$ cat src/rtl/date_counter.sv
// -----------------------------------------------------------------------------
// date_counter
//
// Running UTC calendar date (day / month / two-digit year) for the GPS
// timekeeping chain. Sits downstream of the day-over check stage: it advances
// on the day-boundary pulse, and it sends the current day, month and 3-bit
// year code back to that stage. The NMEA/GPS parser can load an authoritative
// date through a valid/ready handshake.
//
// Rollover uses the month-length logic inside this block. The upstream
// month-over flag is only cross-checked against it.
//
// Parameters
//   SETTLE_CYCLES  cycles after a date change during which loads are refused
//                  and the upstream cross-check is suppressed (1..3)
//   YEAR_MAX       largest two-digit year; the year wraps to 0 after it
//
// Ports
//   clk              system clock, rising edge
//   reset            synchronous, active-high reset
//   hourOverSignal   one-cycle day-advance pulse (23:59:59 -> 00:00:00)
//   monthOverSignal  upstream month-over flag, meaningful with hourOverSignal
//   loadValid        parser offers a date
//   loadReady        block accepts a load this cycle (decoded from state)
//   loadDay/Month/Year  offered date
//   day/month/year   current date (registered)
//   yearCode         year[2:0], used by the upstream leap test
//   dateValid        a valid date has been loaded since reset
//   dateUpdated      one-cycle pulse, coincident with new date values
//   loadError        one-cycle pulse, a load was rejected
//   checkError       sticky: upstream month-over disagreed with local logic
// -----------------------------------------------------------------------------
module date_counter #(
  parameter int SETTLE_CYCLES = 1,
  parameter int YEAR_MAX      = 99
) (
  input  logic       clk,
  input  logic       reset,
  input  logic       hourOverSignal,
  input  logic       monthOverSignal,
  input  logic       loadValid,
  output logic       loadReady,
  input  logic [4:0] loadDay,
  input  logic [3:0] loadMonth,
  input  logic [6:0] loadYear,
  output logic [4:0] day,
  output logic [3:0] month,
  output logic [6:0] year,
  output logic [2:0] yearCode,
  output logic       dateValid,
  output logic       dateUpdated,
  output logic       loadError,
  output logic       checkError
);

  typedef enum logic [1:0] {
    UNSET  = 2'd0,
    RUN    = 2'd1,
    SETTLE = 2'd2
  } state_t;

  localparam logic [6:0] YEAR_MAX_L   = 7'(YEAR_MAX);
  // The counter holds the number of settle cycles still to go after the
  // current one, so a change loads SETTLE_CYCLES-1.
  localparam logic [1:0] SETTLE_START = 2'(SETTLE_CYCLES - 1);

  state_t     state;
  logic [1:0] settle_cnt;

  // Days in a month. Any year with year[1:0]==0 is a leap year, which holds
  // for every two-digit year of the 2000-2099 GPS era. Out-of-range months
  // never reach the date registers, so their value here does not matter.
  function automatic logic [4:0] month_length(input logic [3:0] m,
                                              input logic [6:0] y);
    logic [4:0] len;
    len = 5'd31;
    case (m)
      4'd4, 4'd6, 4'd9, 4'd11: len = 5'd30;
      4'd2:                    len = (y[1:0] == 2'd0) ? 5'd29 : 5'd28;
      default:                 len = 5'd31;
    endcase
    return len;
  endfunction

  // ---------------------------------------------------------------------------
  // Combinational decode
  // ---------------------------------------------------------------------------
  logic       load_accept;
  logic       load_ok;
  logic       advance;
  logic       last_day;
  logic [4:0] cur_len;
  logic [4:0] load_len;
  logic [4:0] next_day;
  logic [3:0] next_month;
  logic [6:0] next_year;

  // SETTLE covers the registered latency of the upstream check, so a new date
  // is refused until the upstream stage has seen the previous one.
  assign loadReady   = (state != SETTLE);
  assign yearCode    = year[2:0];
  assign load_accept = loadValid && loadReady;

  assign cur_len  = month_length(month, year);
  assign load_len = month_length(loadMonth, loadYear);
  assign last_day = (day >= cur_len);

  assign load_ok = (loadMonth >= 4'd1) && (loadMonth <= 4'd12) &&
                   (loadYear <= YEAR_MAX_L) &&
                   (loadDay != 5'd0) && (loadDay <= load_len);

  // An accepted load wins over a simultaneous day pulse. The parser date is
  // authoritative, so the pulse is dropped entirely (no cross-check either).
  assign advance = hourOverSignal && (state != UNSET) && !load_accept;

  // Next date on a day advance.
  always_comb begin
    // NOTE: every always_comb output gets a default first, so no path can
    // leave it unassigned and infer a latch.
    next_day   = day + 5'd1;
    next_month = month;
    next_year  = year;
    if (last_day) begin
      next_day = 5'd1;
      if (month >= 4'd12) begin
        next_month = 4'd1;
        next_year  = (year >= YEAR_MAX_L) ? 7'd0 : year + 7'd1;
      end else begin
        next_month = month + 4'd1;
      end
    end
  end

  // ---------------------------------------------------------------------------
  // State, date registers and registered flags
  // ---------------------------------------------------------------------------
  always_ff @(posedge clk) begin
    if (reset) begin
      // NOTE: sequential state uses non-blocking assignments only, so every
      // register samples the values from before this edge.
      state       <= UNSET;
      settle_cnt  <= 2'd0;
      day         <= 5'd1;
      month       <= 4'd1;
      year        <= 7'd0;
      dateValid   <= 1'b0;
      dateUpdated <= 1'b0;
      loadError   <= 1'b0;
      checkError  <= 1'b0;
    end else begin
      dateUpdated <= 1'b0;
      loadError   <= 1'b0;

      if (load_accept) begin
        if (load_ok) begin
          day         <= loadDay;
          month       <= loadMonth;
          year        <= loadYear;
          dateValid   <= 1'b1;
          dateUpdated <= 1'b1;
          state       <= SETTLE;
          settle_cnt  <= SETTLE_START;
        end else begin
          // A rejected load leaves the date, dateValid and state untouched.
          loadError <= 1'b1;
        end
      end else if (advance) begin
        day         <= next_day;
        month       <= next_month;
        year        <= next_year;
        dateUpdated <= 1'b1;
        // The upstream flag is trusted for comparison only in RUN. In SETTLE
        // it may still reflect the date from before the last change.
        if ((state == RUN) && (monthOverSignal != (day == cur_len))) begin
          checkError <= 1'b1;
        end
        state      <= SETTLE;
        settle_cnt <= SETTLE_START;
      end else if (state == SETTLE) begin
        if (settle_cnt == 2'd0) begin
          state <= RUN;
        end else begin
          settle_cnt <= settle_cnt - 2'd1;
        end
      end
    end
  end

endmodule

$ cat config.mk
export PLATFORM = sky130hd
export DESIGN_NAME = date_counter
export DESIGN_NICKNAME = d
export VERILOG_FILES = /design/src/rtl/date_counter.sv
export SDC_FILE = /design/constraint.sdc
export NUM_CORES = 1
export LEC_CHECK = 0
export ABC_CLOCK_PERIOD_IN_PS = 3000
export BUFFER_PORTS_ARGS = -buffer_cell sky130_fd_sc_hd__buf_2
export CAP_MARGIN = 20
export CORE_AREA = 8 8 77 59
export DETAILED_ROUTE_END_ITERATION = 7
export DIE_AREA = 0 0 85 67
export PLACE_DENSITY = 0.75
export SYNTH_ARGS = -nofsm -noshare
export SYNTH_HDL_FRONTEND = slang
export SYNTH_SLANG_ARGS = --single-unit
$ cat constraint.sdc
create_clock -name clk -period 3 [get_ports clk]
set_input_delay 0.3 -clock clk [delete_from_list [all_inputs] [get_ports clk]]
set_output_delay 0.3 -clock clk [all_outputs]
set_load 0.05 [all_outputs]
* Yosys cells after proc, flatten, opt, wreduce, memory -nomap -nowiden
Cells that the tools add are included. Widths: inputs -> output; s select.
Operators by class: reduce and logical (&&, ||, !) cells 29, add/subtract/negate cells 4, order comparisons 7, mux-type cells 33, eq/ne operators 17, bitwise gates (word level) 1
Operators by type and width (count):
- $mux 7 | 6
- $mux 2 | 10
- $mux 4 | 5
- $mux 5 | 4
- $eq 4x3->1 const B | 4
- $eq 4x4->1 const B | 4
- $reduce_and 3->1 | 4
- $eq 4x2->1 const B | 2
- $logic_and 1x1->1 | 8
- $pmux 2 s2 | 2
- $reduce_bool 2->1 | 4
- $reduce_or 4->1 | 2
- $add 7x1->7 const B | 1
- $ge 7x7->1 const B | 1
- $le 7x7->1 const B | 1
- $logic_not 2->1 | 3
- $mux 1 | 6
- $reduce_bool 3->1 | 2
- $add 5x1->5 const B | 1
- $eq 5x5->1 | 1
- $ge 5x5->1 | 1
- $le 5x5->1 | 1
- $reduce_bool 5->1 | 1
- $add 4x1->4 const B | 1
- other kinds (15) | 16
Storage, ports and cells: logic and storage cells 100, bits of input ports 21, register bits after elaboration 24, output and inout port bits 24

* Longest topological paths before layout
Gate-level depths: netlist of run 1.
depth in word-level cells 7, mapped depth 13, mapped depth without buffers 12

* Least setup slack after synthesis of run 1
OpenSTA, ideal clock, no wires.
path kind flip-flop to flip-flop, from reg year[0], to reg year[1], arrival time 2729 ps, period minus slack after synthesis 2863 ps, required time 2866 ps, cell stages (with the launch flop) 14, setup slack 137 ps, library setup time 134 ps, buffers on the path 1, cells stage by stage dfxtp_1 -> inv_1 -> ha_1 -> nand2b_1 -> a21oi_1 -> nor2_1 -> ha_1 -> nand2b_1 -> a21oi_1 -> o31ai_1 -> nand3_2 -> buf_4 -> a221oi_1 -> a211oi_1
Between the ends: cells in the longest elaborated chain, start to end 6, elaborated cells on any way between the ends 13, those cells by class 1 x add/sub; 2 x order compare; 7 x mux; 3 x reduce/logical
RTL lines:
- start, declared | line 48 | output logic [6:0] year,
- start signal, assigned | line 158 | year <= loadYear;
- start signal, assigned | line 170 | year <= next_year;
- $logic_not 2->1, or another cell as far along | line 79 | 4'd2: len = (y[1:0] == 2'd0) ? 5'd29 : 5'd28;
- $mux 1 or $mux 7 (tied branches) | line 79, 127
- $pmux 2 s2 or $mux 7 (tied branches) | line 77, 125
- $ge 5x5->1 or $mux 7 (tied branches) | line 106, 123
- $reduce_bool 2->1 (no line) or $mux 7 (tied branches)
- $reduce_and 4->1 (no line) or $mux 7 (tied branches)
Several ways; a longest one is shown, not always the timed one. The select of a mux whose other input is x is not followed. A chain may end at the register's enable or synchronous reset.

* Worst setup path after layout of run 1
from reg year[0], to reg year[0]
Same word-level chain as after synthesis.

==> key figures, run 1 <==
Status
  • Outcome: complete, no violations

Clocking
  • Clock-pin slew on the worst setup and hold paths: roughly 90 ps
  • Cts bufs inserted: 3
  • CTS tree: built
  • Cts repair resizes: 0
  • Htree depth: 1
  • Longest Clk Path Bufs: 2
  • Number of post-CTS setup repair buffers: 0
  • Hold_buf cts: 0
  • Clk sink count: 24
  • CTS Root Cell: clkbuf_8
  • Worst skew pair latency: roughly 270 ps

Place
  • Placed Instances: 278
  • Post-Place Cell Area: 1840 sq um
  • Pre-CTS setup slack: 316 ps
  • HPWL Detailed: 3440 microns
  • Buffers on Ports: 44
  • GP Congestion: roughly 0.91

Global routing
  • Vias in the first global route: 1529
  • Tot GR Track Use: 15.7%
  • First-pass GRT wire length: between 7000 and 8000 microns
  • Initial antenna violation count: 0
  • Grt total ovfl: 0
  • Largest net degree at the start of global routing: 27

Critical path
  • CP Class: flop to flop
  • Worst EP arrival: 2870 ps
  • Worst Path Max Fanout: 10
  • WP data required: between 3000 and 4000 ps
  • Worst setup EP type: flop
  • Worst Setup Start Kind: flop

Power and ir drop
  • Leakage: 0.803 nW
  • Total power: 0.915 mW
  • VDD IR max: 0.261 mV
  • Pwr Density: between 400 and 500 nW/um^2

Floorplanning
  • Core Region: about 3400 sq um
  • Die outline width: 85 microns
  • Starting Density: a little under half
  • Row count: 18
  • Die height: 67 microns
  • I/O pin count: between 40 and 50
  • Die area: 5700 sq um

STA
  • Fin crit period: 2720 ps
  • Hold_ws: 370 ps
  • Total negative slack: 0 ps
  • Clock Skew: 7.20 ps
  • Final Cycle Share: slightly above 90%
  • RSZ-0062 raised after global routing: no
  • Max Slew Vio Count: 0
  • Hold Vio Cnt, Final: 0
  • Finish-stage setup viols: 0
  • Final worst slack: 281 ps
  • Worst Max-Slew Pin Slew: 546 ps
  • Fmax achieved: roughly 370 MHz
  • Slew margin rel.: 63.6%

Synthesis
  • Post-synthesis instance area: 1610 sq um
  • Cell variety after synth: 44
  • Syn avg cell area: 7.92 sq um
  • Synth Area in Simple Gates: approximately 26%
  • Number of flops mapped to enable cells by yosys: 0
  • Mux share of post-synthesis cell area: 1.95%
  • Synth async-reset ratio: 0%
  • Xor and xnor area share after synthesis: about 1.6%
  • Prevailing post-synth register cell: dfxtp_1
  • Synth top area cells: dfxtp_1 (30%), ha_1 (9.3%), nor2_1 (6.3%)
  • Compound-gate portion of the synthesized area: 25.1%
  • Area leader, netlist: dfxtp_1
  • Ys Warns: 0
  • Area share of the largest cell type after synthesis: 29.9%
  • Synth Net Count: 236
  • #FFs+latches synth: 24
  • Post-synthesis adder-cell area fraction: 9.34%
  • Largest family of logic cells by synthesized area: simple AND/OR/NAND/NOR gates
  • Synthesized instance count: 203
  • Post-synthesis sequential area ratio: between 20% and 30%

Detailed routing
  • Vias: 1638
  • Per-cell routed wire length: 15.8 microns
  • Final antenna-violating net count: 0
  • Iter 0 DRT Violations: 113
  • DRC violations left: 0
  • Vias/cell: just under 6
  • 1st-pass router iterations: 4
  • Routed WL: 4460 microns

Run
  • Max-Cap Viols: 0

Worst hold path
  • Hold crit path type: primary input to flop

Cells and area
  • Most frequent cells in the layout: buf_2 (44), nor2_1 (27), dfxtp_1 (24)
  • # diodes: 0
  • Layout Nets: between 200 and 300
  • Final instance area: 1890 sq um
  • Commonest non-fill, non-tap cell in the layout: buf_2
  • Layout cells sized above 1: 24.8%
  • Post-route non-filler standard cell count: 282
  • Area Growth Syn to Fin: 17.8%
  • Post-layout util: roughly 56%
[worst paths after layout]
| check | startpoint | endpoint | slack, ps | cells past startpoint |
|---|---|---|---|---|
| worst max-delay path | year[0] | year[0] | 280 | 13 |
| worst min-delay path | loadYear[6] | year[6] | 370 | 3 |
| worst max register to register | year[0] | year[0] | 280 | 13 |
| worst min register to register | dateValid | dateValid | 490 | 2 |
[cell usage after synthesis, types with 2 or more instances]
cell type	count
nor3b_1	2
a221oi_1	5
nand2b_1	8
o21ai_0	6
a211oi_1	8
inv_1	12
a211o_1	3
nand3_1	7
or2_2	2
a21oi_1	16
mux2i_1	2
xor2_1	3
nand3_2	2
o211ai_1	2
nor4_1	3
nor3_1	10
o32ai_1	2
buf_4	4
a31oi_1	5
ha_1	12
nor2_1	27
clkbuf_1	7
nand2_1	11
dfxtp_1	24
[metal layers]
metal  GRT usage, %  up-vias  routed length [microns]
met1           20.2      763                     2130
met2           24.6       53                     1960
met5              0        -                        0
li1               -      817                        -
met4           3.97        0                       34
met3           5.53        5                      333
[critical path, stage by stage (launching register included)]
cell      delay [ps]
dfxtp_1          420
inv_1            100
ha_1             200
nand2b_1         130
a21oi_1          130
nor2_1            60
ha_1             270
nand2b_1         100
a21oi_1          100
o31ai_1          440
nand3_2          140
buf_4            200
a221oi_1         220
a211oi_1          80
[where the power goes]
group / leakage [nW] / switching (mW) / internal [mW]
clock network: 0.0288 / 0.106 / 0.117
logic: 0.578 / 0.216 / 0.0979
registers: 0.196 / 0.0340 / 0.343
total: 0.803 / 0.356 / 0.559
[sequential cells by signal (all words and copies together), names as in the netlist]
name	flops
checkError	1
dateUpdated	1
dateValid	1
day	5
loadError	1
month	4
settle_cnt	2
state	2
year	7
[kinds of logic after synthesis]
logic type	Yosys count
compound gates	56
xor+xnor	3
fa+ha+maj	12
buf+inv	24
flops	24
mux	3
simple gates	81
[layout make-up]
type                            count  area, sq um
Clock buffer                        4         55.1
Inverter                           12         45.0
Fill cell                         324         1460
Multi-Input combinational cell    155         1020
Sequential cell                    24          480
Timing Repair Buffer               47          243
Tap cell                           40         50.0
Power figures use the tool's default switching activity.
==> run 2: changes to the inputs <==
--- a/config.mk
+++ b/config.mk
@@ -8,10 +8,9 @@
 export ABC_CLOCK_PERIOD_IN_PS = 3000
 export BUFFER_PORTS_ARGS = -buffer_cell sky130_fd_sc_hd__buf_2
 export CAP_MARGIN = 20
-export CORE_AREA = 8 8 77 59
+export CORE_AREA = 8 8 105 79
 export DETAILED_ROUTE_END_ITERATION = 7
-export DIE_AREA = 0 0 85 67
-export PLACE_DENSITY = 0.75
+export DIE_AREA = 0 0 113 87
 export SYNTH_ARGS = -nofsm -noshare
 export SYNTH_HDL_FRONTEND = slang
 export SYNTH_SLANG_ARGS = --single-unit
==> run 2 against run 1 <==
  * Clock-buffer cell count down 1
  * Global-route usage is 6.1 points lower
  * Register-to-register slack better by 30 ps
  * Die area rose by 73%
  * Utilization fell by 28 points
  * Combinational power is essentially flat
  * Sequential share of layout area shrank 0.89 points
  * Via count is 3.4% lower
  * Non-clock buffer count down 1
  * Sequential power hardly changed
  * Sequential cell count unchanged
  * Largest power group unchanged
==> key figures, run 2 (synthesis results as in run 1) <==
Status
  • Outcome: complete, no violations (unchanged)

Detailed routing
  • Met1 WL: 2510 microns (was 2130 microns)
  • Vias: 1583 (was 1638)
  • Per-cell routed wire length: 14.4 microns (was 15.8 microns)
  • Highest Signal Layer: met4 (unchanged)
  • Iter 0 DRT Violations: 96 (was 113)
  • Routed WL: 4690 microns (was 4460 microns)
  • 1st-pass router iterations: 4 (unchanged)
  • Met2 routed WL: 1920 microns (was 1960 microns)
  • Vias/cell: 4.87 (was 5.81)
  • Met3 WL: 251 microns (was 333 microns)
  • DRC violations left: 0 (unchanged)
  • Final antenna-violating net count: 0 (unchanged)

Cells and area
  • Top Registers: year: 7 flops, day: 5 flops, month: 4 flops (unchanged)
  • Commonest non-fill, non-tap cell in the layout: buf_2 (unchanged)
  • # diodes: 0 (unchanged)
  • Layout Nets: 275 (was 276)
  • Max FFs per register: 7 (unchanged)
  • Top reg by flops: year (unchanged)
  • Most frequent cells in the layout: buf_2 (44), nor2_1 (27), dfxtp_1 (24) (unchanged)
  • Area Growth Syn to Fin: 22.1% (was 17.8%)
  • Layout cells sized above 1: 24.9% (was 24.8%)

Global routing
  • Largest net degree at the start of global routing: 27 (unchanged)
  • Vias in the first global route: 1517 (was 1529)
  • First-pass GRT wire length: 7760 microns (was 7310 microns)
  • Initial antenna violation count: 0 (unchanged)
  • Grt total ovfl: 0 (unchanged)
  • Tot GR Track Use: 9.69% (was 15.7%)

Worst hold path
  • Hold path cells: 3 (unchanged)
  • Worst Hold Launch: loadDay[4] (was loadYear[6])
  • Worst hold endpoint: day[4] (was year[6])
  • Hold crit path type: primary input to flop (unchanged)

Power and ir drop
  • Power share of the combinational group: 32.0% (was 34.3%)
  • Clock share of power: 29.7% (was 24.4%)
  • Switching Fraction: 37.1% (was 38.9%)
  • Sequential power share: 38.3% (was 41.3%)
  • Int Pwr: 0.619 mW (was 0.559 mW)
  • Net switching power: 0.365 mW (was 0.356 mW)
  • Pwr Density: 501 nW/um^2 (was 483 nW/um^2)
  • Leakage: 0.806 nW (was 0.803 nW)
  • Total power: 0.984 mW (was 0.915 mW)
  • VDD IR max: 0.223 mV (was 0.261 mV)

STA
  • Fmax achieved: 372 MHz (was 368 MHz)
  • Max Slew Vio Count: 0 (unchanged)
  • RSZ-0062 raised after global routing: no (unchanged)
  • Final Cycle Share: 89.5% (was 90.6%)
  • Finish-stage setup viols: 0 (unchanged)
  • Fin crit period: 2690 ps (was 2720 ps)
  • Worst Max-Slew Pin Slew: 756 ps (was 546 ps)
  • Hold Vio Cnt, Final: 0 (unchanged)
  • Clock Skew: 3.60 ps (was 7.20 ps)
  • Total negative slack: 0 ps (unchanged)
  • Slew margin rel.: 49.0% (was 63.6%)

Floorplanning
  • Row count: 26 (was 18)
  • I/O pin count: 45 (unchanged)
  • Die outline width: 113 microns (was 85 microns)
  • Starting Density: 23.5% (was 47.9%)
  • Die area: 9830 sq um (was 5700 sq um)
  • Core Region: 6830 sq um (was 3360 sq um)
  • Die height: 87 microns (was 67 microns)

Clocking
  • Number of post-CTS setup repair buffers: 0 (unchanged)
  • Longest Clk Path Bufs: 2 (unchanged)
  • Clk sink count: 24 (unchanged)
  • CTS Root Cell: clkbuf_8 (unchanged)
  • Clock-pin slew on the worst setup and hold paths: 90 ps (about the same)
  • Cts bufs inserted: 3 (unchanged)
  • Htree depth: 1 (unchanged)
  • Worst skew pair latency: 270 ps (about the same)
  • Cts repair resizes: 0 (unchanged)
  • CTS tree: built (unchanged)
  • Hold_buf cts: 0 (unchanged)

Critical path
  • Worst Setup SP: year[0] (unchanged)
  • Worst Path Max Fanout: 8 (was 10)
  • Origin of the critical flop-to-flop path: year[0] (unchanged)
  • Reg-to-reg endpoint: year[0] (unchanged)
  • Worst Setup Start Kind: flop (unchanged)
  • Worst setup EP type: flop (unchanged)
  • WP data required: 3150 ps (about the same)
  • R2R depth: 13 (unchanged)
  • Worst EP arrival: 2830 ps (was 2870 ps)
  • CP Class: flop to flop (unchanged)
  • Worst reg2reg setup slack: 310 ps (was 280 ps)

Place
  • GP Congestion: 0.836 (was 0.912)
  • Buffers on Ports: 44 (unchanged)
  • HPWL Detailed: 3700 microns (was 3440 microns)

Run
  • Max-Cap Viols: 0 (unchanged)
==> run 2: changes by cell type in the layout (fill, tap and decap cells not counted), sizes merged <==
cell | before | now
clkbuf | 4 | 3
buf | 47 | 46
bufinv | 0 | 1
==> run 2: final cells by class <==
| class | count | area (sq um) |
|---|---|---|
| tap | 84 | 105 |
| sequential | 24 | 480 |
| multi-input combinational | 155 | 1030 |
| clock buffer | 3 | 41.3 |
| inverter | 12 | 45.0 |
| fill | 771 | 4870 |
| clock inverter | 1 | 30.0 |
| timing repair buffer | 46 | 235 |
==> run 2: how the worst max path moves through the flow <==
stage,end,slack [ps],cells past startpoint
after floorplan,year[1],140,13
after global placement,year[1],340,13
after detailed placement,year[1],260,13
after CTS,year[0],230,13
after global routing,year[0],20,13
final,year[0],310,13
==> run 2: per-stage QoR <==
stage	setup slack (ps)	instance area, sq um	std cells	hold WS, ps	util (%)
final	314	1960	325	345	28.7
after global routing	17.8	1960	325	399	28.7
after CTS	232	1960	325	344	28.7
after detailed placement	257	1890	321	460	27.6
after global placement	342	1890	321	446	27.6
after floorplan	137	1610	203	464	-
==> run 2: critical path, stage by stage, from the launching register on <==
cell	delay, ps
dfxtp_1	420
inv_1	110
ha_1	210
nand2b_1	130
a21oi_1	150
nor2_1	70
ha_1	280
nand2b_1	100
a21oi_1	100
o31ai_2	330
nand3_2	160
buf_4	200
a221oi_1	220
a211oi_1	80
==> run 2: power groups by stage <==
stage,combinational [mW],clock [mW],sequential (mW)
floorplan,0.159,0,0.455
CTS,0.314,0.300,0.377
global placement,0.311,0,0.383
finish,0.315,0.293,0.377
detailed placement,0.312,0,0.384
global route,0.345,0.311,0.383
==> run 2: per-layer routing <==
layer / up-vias / GRT usage (%)
li1: 822 / -
met1: 719 / 13.8
met2: 40 / 14.1
met3: 2 / 2.84
met4: 0 / 1.45
met5: - / 0
==> run 3: changes to the inputs <==
--- a/config.mk
+++ b/config.mk
@@ -5,7 +5,7 @@
 export SDC_FILE = /design/constraint.sdc
 export NUM_CORES = 1
 export LEC_CHECK = 0
-export ABC_CLOCK_PERIOD_IN_PS = 3000
+export ABC_CLOCK_PERIOD_IN_PS = 2500
 export BUFFER_PORTS_ARGS = -buffer_cell sky130_fd_sc_hd__buf_2
 export CAP_MARGIN = 20
 export CORE_AREA = 8 8 105 79
==> constraint.sdc (replaced) <==
create_clock -name clk -period 2.5 [get_ports clk]
set_input_delay 0.25 -clock clk [delete_from_list [all_inputs] [get_ports clk]]
set_output_delay 0.25 -clock clk [all_outputs]
set_load 0.05 [all_outputs]
==> run 3 against run 2 <==
  * Clock-buffer cell count rose by 1
  * Combinational power grew 34%
  * Global-route usage rose by 0.64 points
==> key figures, run 3 (synthesis results as in run 1) <==
Cells and area
  • Multi-input logic area: 1060 sq um (was 1030 sq um)
  • Total area of sequential cells: 494 sq um (was 480 sq um)
  • Area Growth Syn to Fin: 30.1% (was 22.1%)
  • Layout Nets: 286 (was 275)
  • Max FFs per register: 7 (unchanged)
  • Fillers: 744 (was 771)
  • Top Registers: year: 7 flops, day: 5 flops, month: 4 flops (unchanged)
  • Commonest non-fill, non-tap cell in the layout: buf_2 (unchanged)
  • Most frequent cells in the layout: buf_2 (44), nor2_1 (27), dfxtp_1 (19) (was buf_2 (44), nor2_1 (27), dfxtp_1 (24))
  • # diodes: 0 (unchanged)
  • Layout cells sized above 1: 31.7% (was 24.9%)
  • Top reg by flops: year (unchanged)

STA
  • Slew margin rel.: 64.1% (was 49.0%)
  • Hold_ws: 307 ps (was 345 ps)
  • Clock Skew: 6.66 ps (was 3.60 ps)
  • Final Cycle Share: 93.3% (was 89.5%)
  • RSZ-0062 raised after global routing: no (unchanged)
  • Max Slew Vio Count: 0 (unchanged)
  • Worst Max-Slew Pin Slew: 539 ps (was 756 ps)
  • Total negative slack: 0 ps (unchanged)
  • Finish-stage setup viols: 0 (unchanged)
  • Fmax achieved: 429 MHz (was 372 MHz)
  • Fin crit period: 2330 ps (was 2690 ps)
  • Hold Vio Cnt, Final: 0 (unchanged)

Power and ir drop
  • Leakage: 0.877 nW (was 0.806 nW)
  • VDD IR max: 0.232 mV (was 0.223 mV)
  • Pwr Density: 564 nW/um^2 (was 501 nW/um^2)
  • Total power: 1.18 mW (was 0.984 mW)

Global routing
  • Tot GR Track Use: 10.3% (was 9.69%)
  • Grt total ovfl: 0 (unchanged)
  • Initial antenna violation count: 0 (unchanged)
  • First-pass GRT wire length: 8320 microns (was 7760 microns)
  • Vias in the first global route: 1646 (was 1517)
  • Largest net degree at the start of global routing: 27 (unchanged)

Floorplanning
  • Die outline width: 113 microns (unchanged)
  • Row count: 26 (unchanged)
  • Die area: 9830 sq um (unchanged)
  • Core Region: 6830 sq um (unchanged)
  • I/O pin count: 45 (unchanged)
  • Starting Density: 23.5% (unchanged)
  • Die height: 87 microns (unchanged)

Place
  • Buffers on Ports: 44 (unchanged)
  • HPWL Detailed: 3760 microns (was 3700 microns)
  • GP Congestion: 0.827 (was 0.836)

Detailed routing
  • Vias: 1652 (was 1583)
  • Per-cell routed wire length: 14.6 microns (was 14.4 microns)
  • Vias/cell: 4.92 (was 4.87)
  • Iter 0 DRT Violations: 124 (was 96)
  • Final antenna-violating net count: 0 (unchanged)
  • DRC violations left: 0 (unchanged)
  • Routed WL: 4910 microns (was 4690 microns)
  • 1st-pass router iterations: 6 (was 4)

Clocking
  • Longest Clk Path Bufs: 2 (unchanged)
  • CTS tree: built (unchanged)
  • Htree depth: 1 (unchanged)
  • CTS Root Cell: clkbuf_8 (unchanged)
  • Cts bufs inserted: 3 (unchanged)
  • Clk sink count: 24 (unchanged)
  • Worst skew pair latency: 270 ps (about the same)
  • Clock-pin slew on the worst setup and hold paths: 90 ps (about the same)
  • Hold_buf cts: 0 (unchanged)

Critical path
  • CP Class: flop to flop (unchanged)
  • Worst path max stage delay: 390 ps (was 420 ps)
  • CP Cell Sequence: inv_1 -> ha_1 -> nand2b_1 -> a21oi_1 -> nor2_1 -> ha_1 -> nand2b_4 -> a21oi_4 -> o31ai_4 -> nand3_2 -> or3_1 -> a21oi_1 (was inv_1 -> ha_1 -> nand2b_1 -> a21oi_1 -> nor2_1 -> ha_1 -> nand2b_1 -> a21oi_1 -> o31ai_2 -> nand3_2 -> buf_4 -> a221oi_1 -> a211oi_1)
  • Worst EP arrival: 2530 ps (was 2830 ps)
  • Worst setup EP type: flop (unchanged)
  • Worst Path Max Fanout: 3 (was 8)
  • Reg-to-reg endpoint: year[5] (was year[0])
  • Worst Setup SP: year[0] (unchanged)
  • Worst reg2reg setup slack: 170 ps (was 310 ps)
  • CP max stage cell: or3_1 (was dfxtp_1)
  • R2R depth: 12 (was 13)
  • Origin of the critical flop-to-flop path: year[0] (unchanged)
  • WP data required: 2700 ps (was 3150 ps)
  • Setup crit end: year[5] (was year[0])
  • Worst Setup Start Kind: flop (unchanged)

Worst hold path
  • Hold crit path type: primary input to flop (unchanged)

Run
  • Max-Cap Viols: 0 (unchanged)

Status
  • Outcome: complete, no violations (unchanged)
[run 3: worst max-delay path: cells and delay by family (launching register included)]
family	cells	cell delay, ps
AND/OR/NAND/NOR	5	830
AO/OA/AOI/OAI	4	550
buffers and inverters	1	60
flip-flops	1	350
adder cells (fa/ha/maj)	2	480
[run 3: cell type report]
type	count	area share, %
clock buffer	4	3.17
tap	84	5.02
sequential	24	23.6
inverter	12	2.15
timing repair buffer	57	15.2
multi-input combinational	155	50.8
[run 3: worst min path at each step]
stage               slack (ps)   startpoint    endpoint  depth (start not counted)
finish                     310   loadDay[4]      day[4]                          3
global route               320   loadDay[4]      day[4]                          3
CTS                        300   loadDay[4]      day[4]                          3
detailed placement         460    dateValid   dateValid                          2
global placement           450   checkError  checkError                          2
floorplan                  440  loadYear[6]     year[6]                          2
[run 3: routing by layer]
| layer | track usage, % | routed length (microns) |
|---|---|---|
| met4 | 2.89 | 56 |
| met2 | 15.8 | 2100 |
| met5 | 0 | 0 |
| met1 | 13.1 | 2370 |
| met3 | 4.02 | 391 |
[run 3: repair_timing]
| action | 4_1_cts | 5_1_grt |
|---|---|---|
| buffers inserted | 0 | 3 |
| setup endpoints to repair | 1 | 12 |
| pin swaps | 0 | 4 |
| resized for setup | 1 | 7 |
[run 3: power breakdown]
group | leakage (nW) | switching (mW) | total (mW) | internal (mW)
combinational | 0.644 | 0.279 | 0.421 | 0.143
sequential | 0.199 | 0.0366 | 0.450 | 0.413
clock | 0.0339 | 0.135 | 0.309 | 0.174
[run 3: through the flow]
| step | area [sq um] | util [%] | worst slack (ps) | std cells |
|---|---|---|---|---|
| 3_5_place_dp | 1970 | 28.8 | -13.8 | 329 |
| 6_report | 2090 | 30.6 | 168 | 336 |
| 5_1_grt | 2090 | 30.6 | 8.83 | 336 |
| 4_1_cts | 2040 | 29.8 | 70.8 | 333 |
| 3_3_place_gp | 1970 | 28.8 | -43.1 | 329 |
| 2_1_floorplan | 1630 | - | 30.1 | 203 |
